$ cat src/rtl/avg_burst_feeder_if.sv
// Sample stream into the burst feeder and burst stream out to the averager.
// The feeder takes the slave side; the producer/averager pair takes the master side.
interface avg_burst_feeder_if #(
    parameter int BW = 4
);
    logic          s_valid;
    logic          s_ready;
    logic [BW-1:0] s_data;
    logic          m_val;
    logic [BW-1:0] m_data;
    logic          avg_done;

    modport slave (
        input  s_valid,
        input  s_data,
        input  avg_done,
        output s_ready,
        output m_val,
        output m_data
    );

    modport master (
        output s_valid,
        output s_data,
        output avg_done,
        input  s_ready,
        input  m_val,
        input  m_data
    );
endinterface

$ cat src/rtl/avg_burst_feeder.sv
// Buffers samples and releases them as N-sample back-to-back bursts to the averager.
// Define AVG_BURST_FEEDER_STATS_EN to add the burst_cnt/stall_cnt counters.
module avg_burst_feeder #(
    parameter int N     = 4,
    parameter int BW    = 4,
    parameter int DEPTH = 8
) (
    input  logic                     clk,
    input  logic                     rstn,
    avg_burst_feeder_if.slave        bus,
    output logic [$clog2(DEPTH):0]   level,
    output logic                     busy
`ifdef AVG_BURST_FEEDER_STATS_EN
    ,
    output logic [15:0]              burst_cnt,
    output logic [15:0]              stall_cnt
`endif
);

    localparam int AW = $clog2(DEPTH);
    localparam int LW = AW + 1;
    localparam int CW = $clog2(N) + 1;

    typedef enum logic [1:0] {
        IDLE,
        BURST,
        WAIT
    } state_t;

    logic [LW-1:0] wr_q, wr_d;
    logic [LW-1:0] rd_q, rd_d;
    logic [BW-1:0] mem_q [DEPTH];
    logic [BW-1:0] head;
    logic          s_ready;
    logic          push;
    logic          pop;
    logic          start;
    logic          more;

    state_t        state_q;
    logic [CW-1:0] beat_q;
    logic          m_val_q;
    logic [BW-1:0] m_data_q;

    // The first pop happens on the IDLE->BURST edge so no bubble precedes a burst.
    always_comb begin
        level   = wr_q - rd_q;
        s_ready = level < LW'(DEPTH);
        push    = bus.s_valid && s_ready;
        start   = (state_q == IDLE) && (level >= LW'(N));
        more    = (state_q == BURST) && (beat_q != CW'(N));
        pop     = start || more;
        head    = mem_q[rd_q[AW-1:0]];
        wr_d    = wr_q + LW'(push);
        rd_d    = rd_q + LW'(pop);
        busy    = state_q != IDLE;
    end

    assign bus.s_ready = s_ready;
    assign bus.m_val   = m_val_q;
    assign bus.m_data  = m_data_q;

    always_ff @(posedge clk or negedge rstn) begin
        if (!rstn) begin
            wr_q <= '0;
            rd_q <= '0;
        end else begin
            wr_q <= wr_d;
            rd_q <= rd_d;
        end
    end

    always_ff @(posedge clk) begin
        if (push) begin
            mem_q[wr_q[AW-1:0]] <= bus.s_data;
        end
    end

    always_ff @(posedge clk or negedge rstn) begin
        if (!rstn) begin
            state_q  <= IDLE;
            beat_q   <= '0;
            m_val_q  <= 1'b0;
            m_data_q <= '0;
        end else begin
            unique case (state_q)
                IDLE: begin
                    if (start) begin
                        state_q  <= BURST;
                        beat_q   <= CW'(1);
                        m_val_q  <= 1'b1;
                        m_data_q <= head;
                    end
                end
                BURST: begin
                    if (more) begin
                        beat_q   <= beat_q + CW'(1);
                        m_data_q <= head;
                    end else begin
                        state_q <= WAIT;
                        beat_q  <= '0;
                        m_val_q <= 1'b0;
                    end
                end
                WAIT: begin
                    if (bus.avg_done) begin
                        state_q <= IDLE;
                    end
                end
                default: begin
                    state_q <= IDLE;
                    m_val_q <= 1'b0;
                end
            endcase
        end
    end

`ifdef AVG_BURST_FEEDER_STATS_EN
    logic [15:0] burst_cnt_q, burst_cnt_d;
    logic [15:0] stall_cnt_q, stall_cnt_d;
    logic        burst_end;
    logic        stall;

    always_comb begin
        burst_end   = (state_q == BURST) && !more;
        stall       = bus.s_valid && !s_ready;
        burst_cnt_d = burst_cnt_q;
        stall_cnt_d = stall_cnt_q;
        if (burst_end && (burst_cnt_q != 16'hFFFF)) begin
            burst_cnt_d = burst_cnt_q + 16'd1;
        end
        if (stall && (stall_cnt_q != 16'hFFFF)) begin
            stall_cnt_d = stall_cnt_q + 16'd1;
        end
    end

    always_ff @(posedge clk or negedge rstn) begin
        if (!rstn) begin
            burst_cnt_q <= '0;
            stall_cnt_q <= '0;
        end else begin
            burst_cnt_q <= burst_cnt_d;
            stall_cnt_q <= stall_cnt_d;
        end
    end

    assign burst_cnt = burst_cnt_q;
    assign stall_cnt = stall_cnt_q;
`endif

endmodule

$ cat src/flat_wrapper.sv
// flat-port wrapper written by rule: the top's interface ports become plain ports
module avg_burst_feeder_flat 
#(
    parameter int N     = 4,
    parameter int BW    = 4,
    parameter int DEPTH = 8
)
  (clk, rstn, level, busy, bus_s_valid, bus_s_data, bus_avg_done, bus_s_ready, bus_m_val, bus_m_data);
  avg_burst_feeder_if #(.BW(BW)) bus_i ();
  input  logic clk;
  input  logic rstn;
  output logic [$clog2(DEPTH):0] level;
  output logic busy;
  input wire logic [$bits(bus_i.s_valid)-1:0] bus_s_valid;
  input wire logic [$bits(bus_i.s_data)-1:0] bus_s_data;
  input wire logic [$bits(bus_i.avg_done)-1:0] bus_avg_done;
  output wire logic [$bits(bus_i.s_ready)-1:0] bus_s_ready;
  output wire logic [$bits(bus_i.m_val)-1:0] bus_m_val;
  output wire logic [$bits(bus_i.m_data)-1:0] bus_m_data;
  assign bus_i.s_valid = bus_s_valid;
  assign bus_i.s_data = bus_s_data;
  assign bus_i.avg_done = bus_avg_done;
  assign bus_s_ready = bus_i.s_ready;
  assign bus_m_val = bus_i.m_val;
  assign bus_m_data = bus_i.m_data;
  avg_burst_feeder #(.N(N), .BW(BW), .DEPTH(DEPTH)) u_core (.clk(clk), .rstn(rstn), .bus(bus_i), .level(level), .busy(busy));
endmodule
$ cat config.mk
export PLATFORM = sky130hd
export DESIGN_NAME = avg_burst_feeder_flat
export DESIGN_NICKNAME = d
export VERILOG_FILES = /design/src/rtl/avg_burst_feeder_if.sv /design/src/rtl/avg_burst_feeder.sv /design/src/flat_wrapper.sv
export SDC_FILE = /design/constraint.sdc
export NUM_CORES = 1
export LEC_CHECK = 0
export BUFFER_PORTS_ARGS = -buffer_cell sky130_fd_sc_hd__buf_2
export CAP_MARGIN = 20
export CORE_UTILIZATION = 38
export DETAILED_ROUTE_END_ITERATION = 8
export PLACE_DENSITY = 0.61
export SYNTH_ARGS = -nofsm -noshare
export SYNTH_HDL_FRONTEND = slang
export SYNTH_SLANG_ARGS = --single-unit
$ cat constraint.sdc
create_clock -name clk -period 3.61 [get_ports clk]
set_clock_uncertainty 0.1 [all_clocks]
set_input_delay 0.1805 -clock clk [delete_from_list [all_inputs] [get_ports clk]]
set_output_delay 0.1805 -clock clk [all_outputs]
set_load 0.03 [all_outputs]
==> results of run 1 <==
layout make-up:
class / count / area share
Sequential cell: 50 / 0.570
Clock buffer: 5 / 0.0278
Multi-Input combinational cell: 75 / 0.287
Inverter: 12 / 0.0182
Tap cell: 72 / 0.0364
Clock inverter: 3 / 0.0106
Timing Repair Buffer: 22 / 0.0495
sequential cells by signal, indices dropped and copies added, names as in the netlist:
| signal | count |
|---|---|
| u_core.beat_q | 3 |
| u_core.state_q | 2 |
| u_core.bus.m_val | 1 |
| u_core.wr_q | 4 |
| u_core.rd_q | 4 |
| u_core.bus.m_data | 4 |
| u_core.mem_q | 32 |
per-stage QoR:
step | area, µm² | util | hold WS [ns]
after floorplan | 2180 | - | -0.215
final | 2470 | 0.449 | 0.0622
after global placement | 2370 | 0.430 | 0.0248
after CTS | 2470 | 0.449 | 0.0633
after detailed placement | 2370 | 0.430 | 0.0333
after global routing | 2470 | 0.449 | 0.0696
logic make-up after synthesis:
kind of cell,after synthesis
flip-flops,50
AND/OR/NAND/NOR,37
buffers and inverters,15
multiplexers,14
adder cells (fa/ha/maj),10
AO/OA/AOI/OAI,7
XOR/XNOR,7
cells in the mapped netlist, drive strengths merged:
master	count
a22o	2
nor4b	2
mux2i	1
inv	12
xnor2	2
nor2	18
mux2	5
fa	1
nor2b	1
clkbuf	2
ha	9
dfrtp	18
a21o	1
nor3b	2
o221ai	1
nor3	2
nand3	3
xor2	5
or2	1
and3	1
nand2	4
a21oi	1
buf	1
a32o	1
a211o	1
nand3b	2
edfxtp	32
nor4	1
mux4	8
worst max-delay path by stage:
| stage | end | slack, ns | depth (start not counted) |
|---|---|---|---|
| floorplan | u_core.mem_q[2][0]$_DFFE_PP_ | 0.59 | 8 |
| global route | u_core.mem_q[2][3]$_DFFE_PP_ | 0.32 | 7 |
| finish | u_core.mem_q[2][1]$_DFFE_PP_ | 0.58 | 7 |
| detailed placement | u_core.mem_q[2][1]$_DFFE_PP_ | 0.60 | 7 |
| global placement | u_core.mem_q[2][2]$_DFFE_PP_ | 0.62 | 7 |
| CTS | u_core.mem_q[2][1]$_DFFE_PP_ | 0.57 | 7 |
per-layer routing:
metal  wire length (µm)  global-route usage
met1               1610               0.169
met2               1820               0.227
met3                136              0.0353
met4                 33              0.0396
met5                  0                   0
==> flow_summary.ini, run 1 <==
[setup_path]
required_ns = 3.44
cp-startpoint = u_core.rd_q[2]$_DFF_PN0_
crit_path_max_incr_delay_ns = 0.71
worstSetupPathType = reg -> reg
worstReg2RegEnd = u_core.mem_q[2][1]$_DFFE_PP_
arrival_ns = 2.86
timing.critical_path.buf_inv = 1
critical-path-top-cell-by-count = nand2_1
crit_slowest_cell = nor4b_1
crit_chain = inv_1, ha_1, a21oi_1, nand2_1, xor2_2, nand2_1, nor4b_1
crit_family = simple AND/OR/NAND/NOR gates
rrSetupSlack_ns = 0.58
start_kind = register
regToRegStartpoint = u_core.rd_q[2]$_DFF_PN0_
cp-end-kind = register
reg2reg_depth = 7
critical_path.max_fanout = 11

[routing]
wirelength_mm = 3.61
drc = 0
firstDrtPassIters = 4
routedWlPerCell_um = 15.1
antenna_left = 0
drt_iter0_markers = 65
viasPerCell = 4.84
num_vias = 1157

[hold_path]
worstHoldPathCells = 1
hp-class = in -> reg
whs_endpoint = u_core.mem_q[6][1]$_DFFE_PP_
min-delay-start = bus_s_data[1]

[placement]
port_buffers = 18
place_ws_ns = 0.598
place_inst = 230
gp_congestion = 0.764
hpwl_mm = 2.77

[yosys]
syn_nets = 158
synth.yosys.warnings = 0
synth_top_area_frac = 0.441
synthCells = 140
synth-xor-area-share = 0.0316
synth_top_family_by_area = multiplexers
synthAdderAreaFrac = 0.0608
yosysSeqAreaShare = 0.648
synth_cell_types = 31
synthesis.area_mm2 = 0.00218
synth-compound-area-share = 0.0310
yosys-top-cells-area = edfxtp_1 44%, dfrtp_1 21%, mux4_2 8.3%
muxShareOfSynthArea = 0.120
ys_ff_latch = 50
synthSimpleGateAreaFrac = 0.0827
yosys.area.top_type = edfxtp_1
synth_area_per_cell_um2 = 15.6

[finish]
diodes = 0
fin_cells = 239
syn_to_final_growth_pct = 13.5
final_common_cell = edfxtp_1
drive_gt1_frac = 0.275
fillers = 496
ff_latch_area_mm2 = 0.00141
final_cell_mix = 32 x edfxtp_1, 18 x nor2_1, 18 x buf_2, 18 x dfrtp_1, 12 x inv_1
multiInputGateArea_um2 = 711
fin_nets = 184

[die]
die_x_um = 77.7
dieHeight_um = 77.7
ios = 19
row_count = 27
core_area_mm2 = 0.00551
start_util = 0.396
die_area_mm2 = 0.00604

[cts]
ctsResizeCount = 0
cts_made_buffers = 5
post-cts-setup-buffers = 0
htree_num_levels = 2
clk_latency_ns = 0.30
cts_max_path_buffers = 2
clkTransAtPathRegs_ns = 0.10
cts_tree = yes
root_buffer = clkbuf_8
cts_sinks = 50
cts_hold_buf = 1

[global_routing]
grt_pass1_wl_mm = 6.13
grt-ovfl-total = 0
grt_max_degree = 19
grt_pass1_vias = 1248
antenna_found_initial = 0
grt_use_total = 0.135

[timing]
finalHoldViolations = 0
period_share = 0.839
rsz0062_at_grt = no
max_freq_ghz = 0.330
fin_ws_ns = 0.581
slew_headroom = 0.451
slew_viol_final = 0
worst_slew_pin_slew_ns = 0.812
setup-tns-final_ns = 0
period_needed_ns = 3.03
setup_viol = 0

[outcome]
status = complete, no violations

[job]
drv_cap = 0
Power of run 1 is left out: the tool's default activity adds up to more than one toggle a clock period on the data nets, which glitch-free logic cannot reach.
==> run 2, diff against run 1 <==
PLACE_DENSITY = 0.63   (was 0.61)
clock period = 2.52 ns   (was 3.61 ns; I/O delays follow)
==> run 2 against run 1 <==
Effect of this change: final area increased by 8.2%; worst hold slack got worse by 0.061 ns; clock-buffer cell count unchanged; critical path depth increased by 4; flip-flop and latch count unchanged; non-clock buffer count increased by 9; critical path type unchanged; via count increased by 5.1%; critical endpoint is now u_core.rd_q[2]$_DFF_PN0_; routed wire length increased by 2.4%; register-to-register slack got worse by 0.42 ns; first-iteration DRC count decreased by 40%.
==> flow_summary.ini, run 2 (synthesized netlist as in run 1, its figures left out) <==
[outcome]
status = complete, no violations

[setup_path]
crit_family = adder cells
cp_num_cells = 11
crit_chain = inv_1, ha_1, inv_1, fa_2, xor2_4, nor2_2, a211o_4, inv_1, ha_4, ha_4, xor2_1
critical_path.max_fanout = 3
start_kind = register
regToRegStartpoint = u_core.wr_q[0]$_DFF_PN0_
worstReg2RegEnd = u_core.rd_q[2]$_DFF_PN0_
reg2reg_depth = 11
arrival_ns = 2.49
timing.critical_path.buf_inv = 3
rrSetupSlack_ns = 0.16
worstSetupPathType = reg -> reg
cp-end-kind = register
required_ns = 2.65
critical-path-top-cell-by-count = inv_1
crit_path_max_incr_delay_ns = 0.43
crit_slowest_cell = fa_2

[global_routing]
grt_pass1_vias = 1190
antenna_found_initial = 0
grt_pass1_wl_mm = 6.13
grt_max_degree = 19
grt_use_total = 0.138
grt-ovfl-total = 0

[routing]
viasPerCell = 4.90
antenna_left = 0
routedWlPerCell_um = 14.9
drc = 0
drt_iter0_markers = 39
num_vias = 1216
firstDrtPassIters = 4
wirelength_mm = 3.70

[hold_path]
min-delay-start = bus_s_data[3]
whs_endpoint = u_core.mem_q[6][3]$_DFFE_PP_
hp-class = in -> reg
worstHoldPathCells = 1

[timing]
slew_headroom = 0.728
slew_viol_final = 0
rsz0062_at_grt = yes
period_share = 0.938
worst_slew_pin_slew_ns = 0.405
finalHoldViolations = 0
period_needed_ns = 2.36
max_freq_ghz = 0.423
setup_viol = 0

[die]
core_area_mm2 = 0.00551
die_area_mm2 = 0.00604
row_count = 27
dieHeight_um = 77.7
start_util = 0.396
ios = 19
die_x_um = 77.7

[placement]
gp_congestion = 0.742
place_inst = 234
hpwl_mm = 2.77
port_buffers = 18

[cts]
cts_sinks = 50
htree_num_levels = 2
cts_max_path_buffers = 2
clk_latency_ns = 0.30
root_buffer = clkbuf_8
cts_made_buffers = 5
clkTransAtPathRegs_ns = 0.10
cts_tree = yes

[finish]
syn_to_final_growth_pct = 22.9
final_common_cell = edfxtp_1
post-route-util = 0.486
diodes = 0
final_cell_mix = 32 x edfxtp_1, 18 x buf_2, 17 x nor2_1, 17 x dfrtp_1, 11 x inv_1
largest_register_ffs = 32
drive_gt1_frac = 0.392
fin_cells = 248
fin_nets = 193

[job]
drv_cap = 0
-- run 2: layer usage --
metal  track usage  vias up  wire [µm]  part of all wire
met5             0        -          0                 0
met4        0.0509        0         55             0.015
met3        0.0353        4        115             0.031
met2         0.237       17       1890              0.51
met1         0.165      615       1630              0.44
li1              -      580          -                 -
-- run 2: worst max path at each step --
| stage | endpoint | start | slack (ns) |
|---|---|---|---|
| after floorplan | u_core.rd_q[2]$_DFF_PN0_ | u_core.wr_q[0]$_DFF_PN0_ | 0.001 |
| after global placement | u_core.mem_q[3][3]$_DFFE_PP_ | u_core.rd_q[1]$_DFF_PN0_ | 0.12 |
| after detailed placement | u_core.mem_q[3][1]$_DFFE_PP_ | u_core.rd_q[1]$_DFF_PN0_ | 0.07 |
| after CTS | u_core.mem_q[3][0]$_DFFE_PP_ | u_core.rd_q[1]$_DFF_PN0_ | 0.06 |
| after global routing | u_core.mem_q[3][0]$_DFFE_PP_ | u_core.rd_q[2]$_DFF_PN0_ | -0.002 |
| final | u_core.rd_q[2]$_DFF_PN0_ | u_core.wr_q[0]$_DFF_PN0_ | 0.16 |
-- run 2: layout make-up --
cell class | instances | area [µm²]
Inverter | 12 | 45.0
Timing Repair Buffer | 31 | 195
Fill cell | 497 | 2830
Tap cell | 72 | 90.1
Sequential cell | 50 | 1410
Clock buffer | 5 | 68.8
Multi-Input combinational cell | 75 | 841
Clock inverter | 3 | 26.3
-- run 2: worst register-to-register path, cell delays in order (launching register included) --
cell and delay, ns:
dfrtp_2 0.41, inv_1 0.05, ha_1 0.14, inv_1 0.06, fa_2 0.43, xor2_4 0.18, nor2_2 0.06, a211o_4 0.34
inv_1 0.09, ha_4 0.15, ha_4 0.13, xor2_1 0.14
-- run 2: through the flow --
step	hold slack, ns	setup TNS [ns]	instance area, µm²	setup WS (ns)
CTS	0.00782	0	2630	0.0631
finish	0.00125	0	2680	0.157
global placement	-0.0357	0	2500	0.124
detailed placement	-0.0274	0	2500	0.0730
floorplan	-0.270	0	2290	0.00133
global route	0.0110	-0.00206	2680	-0.00206
-- run 2: repair_timing --
item                                    in CTS  in global routing
endpoints found under the setup margin       0                 11
hold endpoints to repair                    33                  0
hold buffers                                 3                  0
gates resized for setup                      0                  6
setup buffers                                0                  3
Power of run 2 is left out for the same reason.
==> run 3, diff against run 2 <==
GPL_TIMING_DRIVEN = 0   (was unset)
HOLD_SLACK_MARGIN = 0.08   (was unset)
==> run 3 against run 2 <==
Effect of this change: sequential share of layout area is 2.8 points lower; critical path depth is 1 lower; flip-flop and latch count stayed put; worst hold slack better by 0.17 ns; first-iteration DRC count is 18% higher; fmax is 5.6% lower; critical path type unchanged.
==> flow_summary.ini, run 3 (synthesized netlist as in run 1, its figures left out) <==
[finish]
fin_nets = 201
largest_register_ffs = 32
fillers = 456
multiInputGateArea_um2 = 905
final_common_cell = edfxtp_1
syn_to_final_growth_pct = 30.0
drive_gt1_frac = 0.451
final_area_mm2 = 0.00283
final_cell_mix = 32 x edfxtp_1, 19 x buf_2, 16 x nor2_1
diodes = 0
post-route-util = 0.515
ff_latch_area_mm2 = 0.00142

[routing]
wirelength_mm = 3.90
viasPerCell = 4.86
num_vias = 1244
drc = 0
drt_iter0_markers = 46
firstDrtPassIters = 4
routedWlPerCell_um = 15.2
antenna_left = 0

[cts]
cts_sinks = 50
cts_made_buffers = 5
root_buffer = clkbuf_8
clkTransAtPathRegs_ns = 0.10
htree_num_levels = 2
cts_tree = yes
clk_latency_ns = 0.30
cts_max_path_buffers = 2

[placement]
gp_congestion = 0.720
port_buffers = 18
dpl_cell_area_mm2 = 0.00247
hpwl_mm = 2.71

[setup_path]
arrival_ns = 2.63
required_ns = 2.65
worstSetupPathType = reg -> reg
cp-end-kind = register
cp-startpoint = u_core.rd_q[0]$_DFF_PN0_
critical_path.max_fanout = 3
regToRegStartpoint = u_core.rd_q[0]$_DFF_PN0_
start_kind = register

[outcome]
status = complete, no violations

[global_routing]
grt_use_total = 0.143
antenna_found_initial = 0
grt-ovfl-total = 0
grt_pass1_wl_mm = 6.35
grt_pass1_vias = 1301
grt_max_degree = 19

[timing]
finalHoldViolations = 0
slew_headroom = 0.556
setup_viol = 0
period_share = 0.993
max_freq_ghz = 0.400
worst_slew_pin_slew_ns = 0.666
period_needed_ns = 2.50
slew_viol_final = 0

[die]
core_area_mm2 = 0.00551
ios = 19
die_area_mm2 = 0.00604
dieHeight_um = 77.7
row_count = 27
die_x_um = 77.7
start_util = 0.396

[hold_path]
hp-class = in -> async

[job]
drv_cap = 0
## run 3: timing repair
action / CTS / global route
endpoints found under the setup margin: 37 / 42
endpoints found under the hold margin: 51 / 0
hold buffers: 6 / 0
buffers inserted: 5 / 7
resized for setup: 8 / 15
pin swaps: 5 / 4
## run 3: per-stage QoR
step	hold WS (ns)	TNS, ns	std cells	worst slack [ns]
after floorplan	-0.270	0	140	0.00133
after global placement	-0.0291	-1.69	230	-0.118
after detailed placement	-0.0191	-3.82	230	-0.204
after CTS	0.144	-0.140	249	-0.0254
after global routing	0.192	-0.0874	256	-0.0827
final	0.167	0	256	0.0170
## run 3: worst max-delay path: stages, from the launching register on
cell and delay (ns):
dfrtp_2 0.44, ha_1 0.19, inv_1 0.07, fa_2 0.43
xor2_4 0.22, nor2_2 0.07, a211o_4 0.34, inv_2 0.08
ha_4 0.14, ha_2 0.17, xor2_1 0.18
## run 3: path summary, 6_finish.rpt
kind | to | slack, ns | cells past startpoint
setup reg to reg | u_core.rd_q[2]$_DFF_PN0_ | 0.02 | 10
max in group asynchronous | u_core.wr_q[0]$_DFF_PN0_ | 1.83 | 2
setup / recovery | u_core.rd_q[2]$_DFF_PN0_ | 0.02 | 10
hold / removal | u_core.beat_q[2]$_DFFE_PN0P_ | 0.17 | 2
hold reg to reg | u_core.wr_q[3]$_DFF_PN0_ | 0.40 | 1
min in group clk | u_core.wr_q[0]$_DFF_PN0_ | 0.17 | 4
## run 3: final cells by class
class,count,share of cell area
clock buffers,6,0.0256
multi-input cells,75,0.319
repair buffers,36,0.0848
well taps,72,0.0318
inverters,12,0.0172
clock inverters,2,0.0132
plain buffers,3,0.00839
flip-flops and latches,50,0.500
## run 3: layer usage
| metal | track usage | vias to the layer above | share of wire |
|---|---|---|---|
| met5 | 0 | - | 0 |
| met4 | 0.0566 | 0 | 0.013 |
| met3 | 0.0435 | 5 | 0.033 |
| met2 | 0.245 | 20 | 0.53 |
| met1 | 0.166 | 626 | 0.42 |
| li1 | - | 593 | - |
Power of run 3 is left out for the same reason.
